File: src/rtl/step_irq_ctrl.sv
// Step-button interrupt controller: synchronises and debounces the step input, queues
// the direction switch per press, and hands events to the processor one at a time.
module step_irq_ctrl #(
  parameter int DEBOUNCE_CYCLES = 1000000,
  parameter int CNT_W           = 20,
  parameter int DEPTH           = 4,
  parameter int PEND_W          = 3
) (
  input  logic              clk,
  input  logic              rst,
  input  logic              step,
  input  logic              switch,
  input  logic              enable,
  input  logic              interrupt_ack,
  input  logic              clr_ovf,
  output logic              interrupt,
  output logic              dir,
  output logic [PEND_W-1:0] pending,
  output logic              overflow
);

  localparam int PTR_W = (DEPTH > 1) ? $clog2(DEPTH) : 1;
  localparam logic [CNT_W-1:0]  DEB_MAX  = CNT_W'(DEBOUNCE_CYCLES - 1);
  localparam logic [PEND_W-1:0] FULL_CNT = PEND_W'(DEPTH);

  typedef enum logic [1:0] {
    S_IDLE,
    S_ASSERT,
    S_WAIT_DROP
  } state_e;

  logic              step_meta_q, step_s_q;
  logic              sw_meta_q, sw_s_q;
  logic [CNT_W-1:0]  cnt_q, cnt_d;
  logic              stable_q, stable_d;
  logic [PTR_W-1:0]  wr_ptr_q, wr_ptr_d;
  logic [PTR_W-1:0]  rd_ptr_q, rd_ptr_d;
  logic [PEND_W-1:0] pend_q, pend_d;
  logic              ovf_q, ovf_d;
  state_e            state_q, state_d;
  logic              mem_q [DEPTH];

  logic push, pop, full, push_ok;

  // Debounce: a new level must persist DEBOUNCE_CYCLES clocks; only a rising edge is a press.
  always_comb begin
    cnt_d    = '0;
    stable_d = stable_q;
    push     = 1'b0;
    if (step_s_q != stable_q) begin
      if (cnt_q == DEB_MAX) begin
        stable_d = step_s_q;
        push     = step_s_q;
      end else begin
        cnt_d = cnt_q + 1'b1;
      end
    end
  end

  always_comb begin
    state_d = state_q;
    pop     = 1'b0;
    case (state_q)
      S_IDLE: begin
        if ((pend_q != '0) && enable && !interrupt_ack) state_d = S_ASSERT;
      end
      S_ASSERT: begin
        if (interrupt_ack) begin
          pop     = 1'b1;
          state_d = S_WAIT_DROP;
        end
      end
      S_WAIT_DROP: begin
        if (!interrupt_ack) state_d = S_IDLE;
      end
      default: state_d = S_IDLE;
    endcase
  end

  // A simultaneous pop frees the head slot, so a push into a full queue still lands.
  always_comb begin
    full     = (pend_q == FULL_CNT);
    push_ok  = push && (!full || pop);
    wr_ptr_d = push_ok ? wr_ptr_q + 1'b1 : wr_ptr_q;
    rd_ptr_d = pop ? rd_ptr_q + 1'b1 : rd_ptr_q;
    pend_d   = pend_q;
    case ({push_ok, pop})
      2'b10:   pend_d = pend_q + 1'b1;
      2'b01:   pend_d = pend_q - 1'b1;
      default: pend_d = pend_q;
    endcase
    ovf_d = ovf_q;
    if (push && full && !pop) ovf_d = 1'b1;
    else if (clr_ovf)         ovf_d = 1'b0;
  end

  // NOTE: sequential state uses non-blocking assignments so every flop samples pre-edge values.
  always_ff @(posedge clk or negedge rst) begin
    if (!rst) begin
      step_meta_q <= 1'b0;
      step_s_q    <= 1'b0;
      sw_meta_q   <= 1'b0;
      sw_s_q      <= 1'b0;
      cnt_q       <= '0;
      stable_q    <= 1'b0;
      wr_ptr_q    <= '0;
      rd_ptr_q    <= '0;
      pend_q      <= '0;
      ovf_q       <= 1'b0;
      state_q     <= S_IDLE;
    end else begin
      step_meta_q <= step;
      step_s_q    <= step_meta_q;
      sw_meta_q   <= switch;
      sw_s_q      <= sw_meta_q;
      cnt_q       <= cnt_d;
      stable_q    <= stable_d;
      wr_ptr_q    <= wr_ptr_d;
      rd_ptr_q    <= rd_ptr_d;
      pend_q      <= pend_d;
      ovf_q       <= ovf_d;
      state_q     <= state_d;
    end
  end

  // NOTE: queue storage is not reset; dir is masked to 0 while the queue is empty.
  always_ff @(posedge clk) begin
    if (push_ok) mem_q[wr_ptr_q] <= sw_s_q;
  end

  assign interrupt = (state_q == S_ASSERT);
  assign dir       = (pend_q != '0) ? mem_q[rd_ptr_q] : 1'b0;
  assign pending   = pend_q;
  assign overflow  = ovf_q;

endmodule

File: config.mk
export PLATFORM = sky130hd
export DESIGN_NAME = step_irq_ctrl
export DESIGN_NICKNAME = d
export VERILOG_FILES = /design/src/rtl/step_irq_ctrl.sv
export SDC_FILE = /design/constraint.sdc
export NUM_CORES = 1
export LEC_CHECK = 0
export BUFFER_PORTS_ARGS = -buffer_cell sky130_fd_sc_hd__buf_2
export CORE_MARGIN = 1.5
export CORE_UTILIZATION = 35
export DETAILED_ROUTE_END_ITERATION = 12
export PLACE_DENSITY = 0.54
export SKIP_CTS_REPAIR_TIMING = 1
export SYNTH_ARGS = -nofsm -noshare
export SYNTH_HDL_FRONTEND = slang
export SYNTH_SLANG_ARGS = --single-unit
File: constraint.sdc
create_clock -name clk -period 6.7 [get_ports clk]
set_input_delay 1.005 -clock clk [delete_from_list [all_inputs] [get_ports clk]]
set_output_delay 1.005 -clock clk [all_outputs]
set_load 0.05 [all_outputs]
==> run_results.csv <==
group,metric,value,unit
worst_setup_path,crit_buf_inv,1,
sta,setup_viol,0,
route,drtIter0Drc,58,
clock_tree,htree_levels,2,
place,finalWeightedCongestion,0.717,
hold_path,hold_depth,0,
route,drc,0,
worst_setup_path,reg2reg_depth,7,
power,comb_power_share,2.7,%
worst_setup_path,cp.depth,7,
synth,synth.net_count,177,
sta,period_needed,2650,ps
global_routing,grt_overflow,0,
sta,clock-skew-final,6.82,ps
sta,rsz0062_at_grt,"false",
synth,ys_warn_count,0,
place,port_buffers,12,
worst_setup_path,crit_chain,"or4b_1 > or4_4 > o21ai_2 > inv_1 > fa_1 > o22ai_1 > xor2_1",
clock_tree,worstSkewPairLatency,290,ps
synth,synthArstFlopShare,89.7,%
worst_setup_path,endpoint_kind,"register",
worst_setup_path,critical_path.top_delay_family,"simple AND/OR/NAND/NOR gates",
worst_setup_path,r2r_slack,4050,ps
worst_setup_path,critPathArrivalTime,2870,ps
global_routing,grt_pass1_vias,1259,
clock_tree,clock-root-buffer,"clkbuf_8",
layout,num-nets-final,194,
synth,synth-main-ff-cell,"dfrtp_1",
die,start_util,36.3,%
synth,syn_area_per_cell,11.2,sq um
die,num_io_pins,13,
sta,tightest_slew,974,ps
power,clkPwrFrac,37.4,%
worst_setup_path,required,6920,ps
worst_setup_path,r2r-end,"pending[2]$_DFFE_PN0P_",
worst_setup_path,max_stage_delay,570,ps
synth,synth_edf_count,4,
global_routing,grt_pass1_wl,5510,um
route,firstDrtPassIters,4,
clock_tree,clock_path_buffers,2,
synth,seq_area_frac_synth,54.1,%
clock_tree,clkTransAtPathRegs,70,ps
synth,synth_cell_type_count,39,
die,core_area,0.00507,sq mm
power,p_per_area,198,mW/mm^2
global_routing,grtUsageTotal,13.2,%
global_routing,antenna_found_initial,0,
place,dp_cells,244,
worst_setup_path,crit_path_top_delay_cell,"or4_4",
die,num_rows,26,
hold_path,min_from,"step_meta_q$_DFF_PN0_",
sta,whs,356,ps
clock_tree,numCtsBuffers,5,
layout,drive_gt1_share,16.5,%
worst_setup_path,cp-start-kind,"register",
synth,synth_seq_cells,39,
worst_setup_path,r2r-start,"cnt_q[7]$_DFF_PN0_",
route,ant_nets,0,
layout,final_cells,252,
route,vias_per_cell,4.88,
layout,areaGrowthSynthToFinish,11.4,%
power,netSwitchingFraction,22.1,%
die,die_w,75.5,um
layout,antenna_cells,0,
die,die_h,75.5,um
power,seqPwrFrac,59.9,%
sta,fmax,377,MHz
place,dp_hpwl,2310,um
die,dieArea,0.00570,sq mm
synth,syn_inst,164,
global_routing,grt_max_degree,36,
worst_setup_path,criticalPathCategory,"register to register",
clock_tree,cts.sinks,39,
synth,syn_area,0.00184,sq mm
power,ir_drop,0.0996,mV
hold_path,holdCritPathClass,"register to register",
clock_tree,cts_tree,"yes",
worst_setup_path,crit_start,"cnt_q[7]$_DFF_PN0_",
route,wl_per_cell,12.7,um
sta,fin_setup_tns,0,ps
layout,fin_util,40.4,%
run,maxCapViolCount,0,
worst_setup_path,cp_max_fo,4,
power,p_leak,0.909,nW
hold_path,holdPathEnd,"step_s_q$_DFF_PN0_",
power,switching_power,0.0900,mW
sta,max-slew-margin-rel,34.5,%
sta,finalMaxSlewViolations,0,
sta,hold_violations,0,
status,outcome,"complete, no violations",
route,via_count,1229,
power,power.internal,0.317,mW
sta,period_share,39.6,%
route,routed_wl,3210,um
how the worst max path moves through the flow:
stage	to	slack [ps]
after CTS	pending[2]$_DFFE_PN0P_	4030
after global placement	pending[2]$_DFFE_PN0P_	4160
after detailed placement	pending[2]$_DFFE_PN0P_	4040
final	pending[2]$_DFFE_PN0P_	4050
after floorplan	pending[2]$_DFFE_PN0P_	4210
after global routing	pending[2]$_DFFE_PN0P_	3930
power groups by stage:
| stage | Clock (mW) | Combinational, mW | Sequential [mW] |
|---|---|---|---|
| after CTS | 0.158 | 0.0115 | 0.244 |
| after floorplan | 0 | 0.00552 | 0.248 |
| after detailed placement | 0 | 0.0115 | 0.248 |
| after global routing | 0.169 | 0.0127 | 0.244 |
| final | 0.152 | 0.0109 | 0.244 |
| after global placement | 0 | 0.0111 | 0.248 |
registers in the layout, summed over array words and instances, names as in the netlist:
signal and flops:
wr_ptr_q 2, step_s_q 1, sw_s_q 1, step_meta_q 1, mem_q 4, overflow 1
sw_meta_q 1, stable_q 1, state_q 2, pending 3, rd_ptr_q 2, cnt_q 20
stage by stage:
step,area [sq um],worst slack [ps],power (mW)
2_1_floorplan,1840,4210,0.253
3_3_place_gp,1970,4160,0.259
3_5_place_dp,1970,4040,0.260
4_1_cts,2050,4030,0.413
5_1_grt,2050,3930,0.426
6_report,2050,4050,0.407
Yosys cell counts (2+ instances only):
| cell | number | area (sq um) |
|---|---|---|
| dfrtp_1 | 35 | 876 |
| xnor2_1 | 11 | 96.3 |
| mux2_2 | 2 | 22.5 |
| nand4_1 | 7 | 43.8 |
| nor3_1 | 2 | 10.0 |
| nor4_1 | 2 | 12.5 |
| inv_1 | 7 | 26.3 |
| ha_1 | 5 | 62.6 |
| and3_1 | 5 | 31.3 |
| nor2_1 | 27 | 101 |
| nand2_1 | 9 | 33.8 |
| nor2b_1 | 2 | 12.5 |
| edfxtp_1 | 4 | 120 |
| nand3b_1 | 2 | 15.0 |
| xor2_1 | 12 | 105 |
| buf_6 | 2 | 22.5 |
| and2_1 | 2 | 12.5 |
| or2_2 | 2 | 12.5 |
| and4_2 | 2 | 20.0 |
| nand3_1 | 5 | 25.0 |
cell families (layout without fill, tap and decap cells):
logic type | count (synthesis) | in the layout | synth area share, %
flip-flops | 39 | 39 | 54.1
multiplexers | 4 | 4 | 3.26
AO/OA/AOI/OAI | 9 | 9 | 3.53
AND/OR/NAND/NOR | 74 | 74 | 21.0
buffers and inverters | 9 | 27 | 2.65
adder cells (fa/ha/maj) | 6 | 6 | 4.49
XOR/XNOR | 23 | 23 | 10.9
metal layers:
| layer | vias up | part of all wire [%] | track usage, % |
|---|---|---|---|
| li1 | 592 | - | - |
| met1 | 615 | 43 | 15.3 |
| met2 | 17 | 51 | 21.8 |
| met3 | 5 | 4.0 | 4.37 |
| met4 | 0 | 1.4 | 6.55 |
| met5 | - | 0 | 0 |
cell usage in the layout, fill, tap and decap left out, types with 2 or more instances in the layout:
master    synthesis  final
clkbuf_8          0      5
xor2_1           12     12
and2_1            2      2
edfxtp_1          4      4
nand2_1           9      9
or2_2             2      2
ha_1              5      5
buf_2             0     12
nand3_1           5      5
and3_1            5      5
inv_1             7      7
nor2b_1           2      2
nor3_1            2      2
nand4_1           7      7
nand3b_1          2      2
nor4_1            2      2
mux2_2            2      2
dfrtp_1          35     35
xnor2_1          11     11
nor2_1           27     27
and4_2            2      2
cell type report:
| type | count | area, sq um |
|---|---|---|
| Clock inverter | 2 | 12.5 |
| Fill cell | 512 | 3020 |
| Timing Repair Buffer | 12 | 60.1 |
| Clock buffer | 6 | 72.6 |
| Multi-Input combinational cell | 116 | 796 |
| Inverter | 7 | 26.3 |
| Sequential cell | 39 | 996 |
| Tap cell | 70 | 87.6 |
Note: power is estimated with default switching activity, not from simulation.
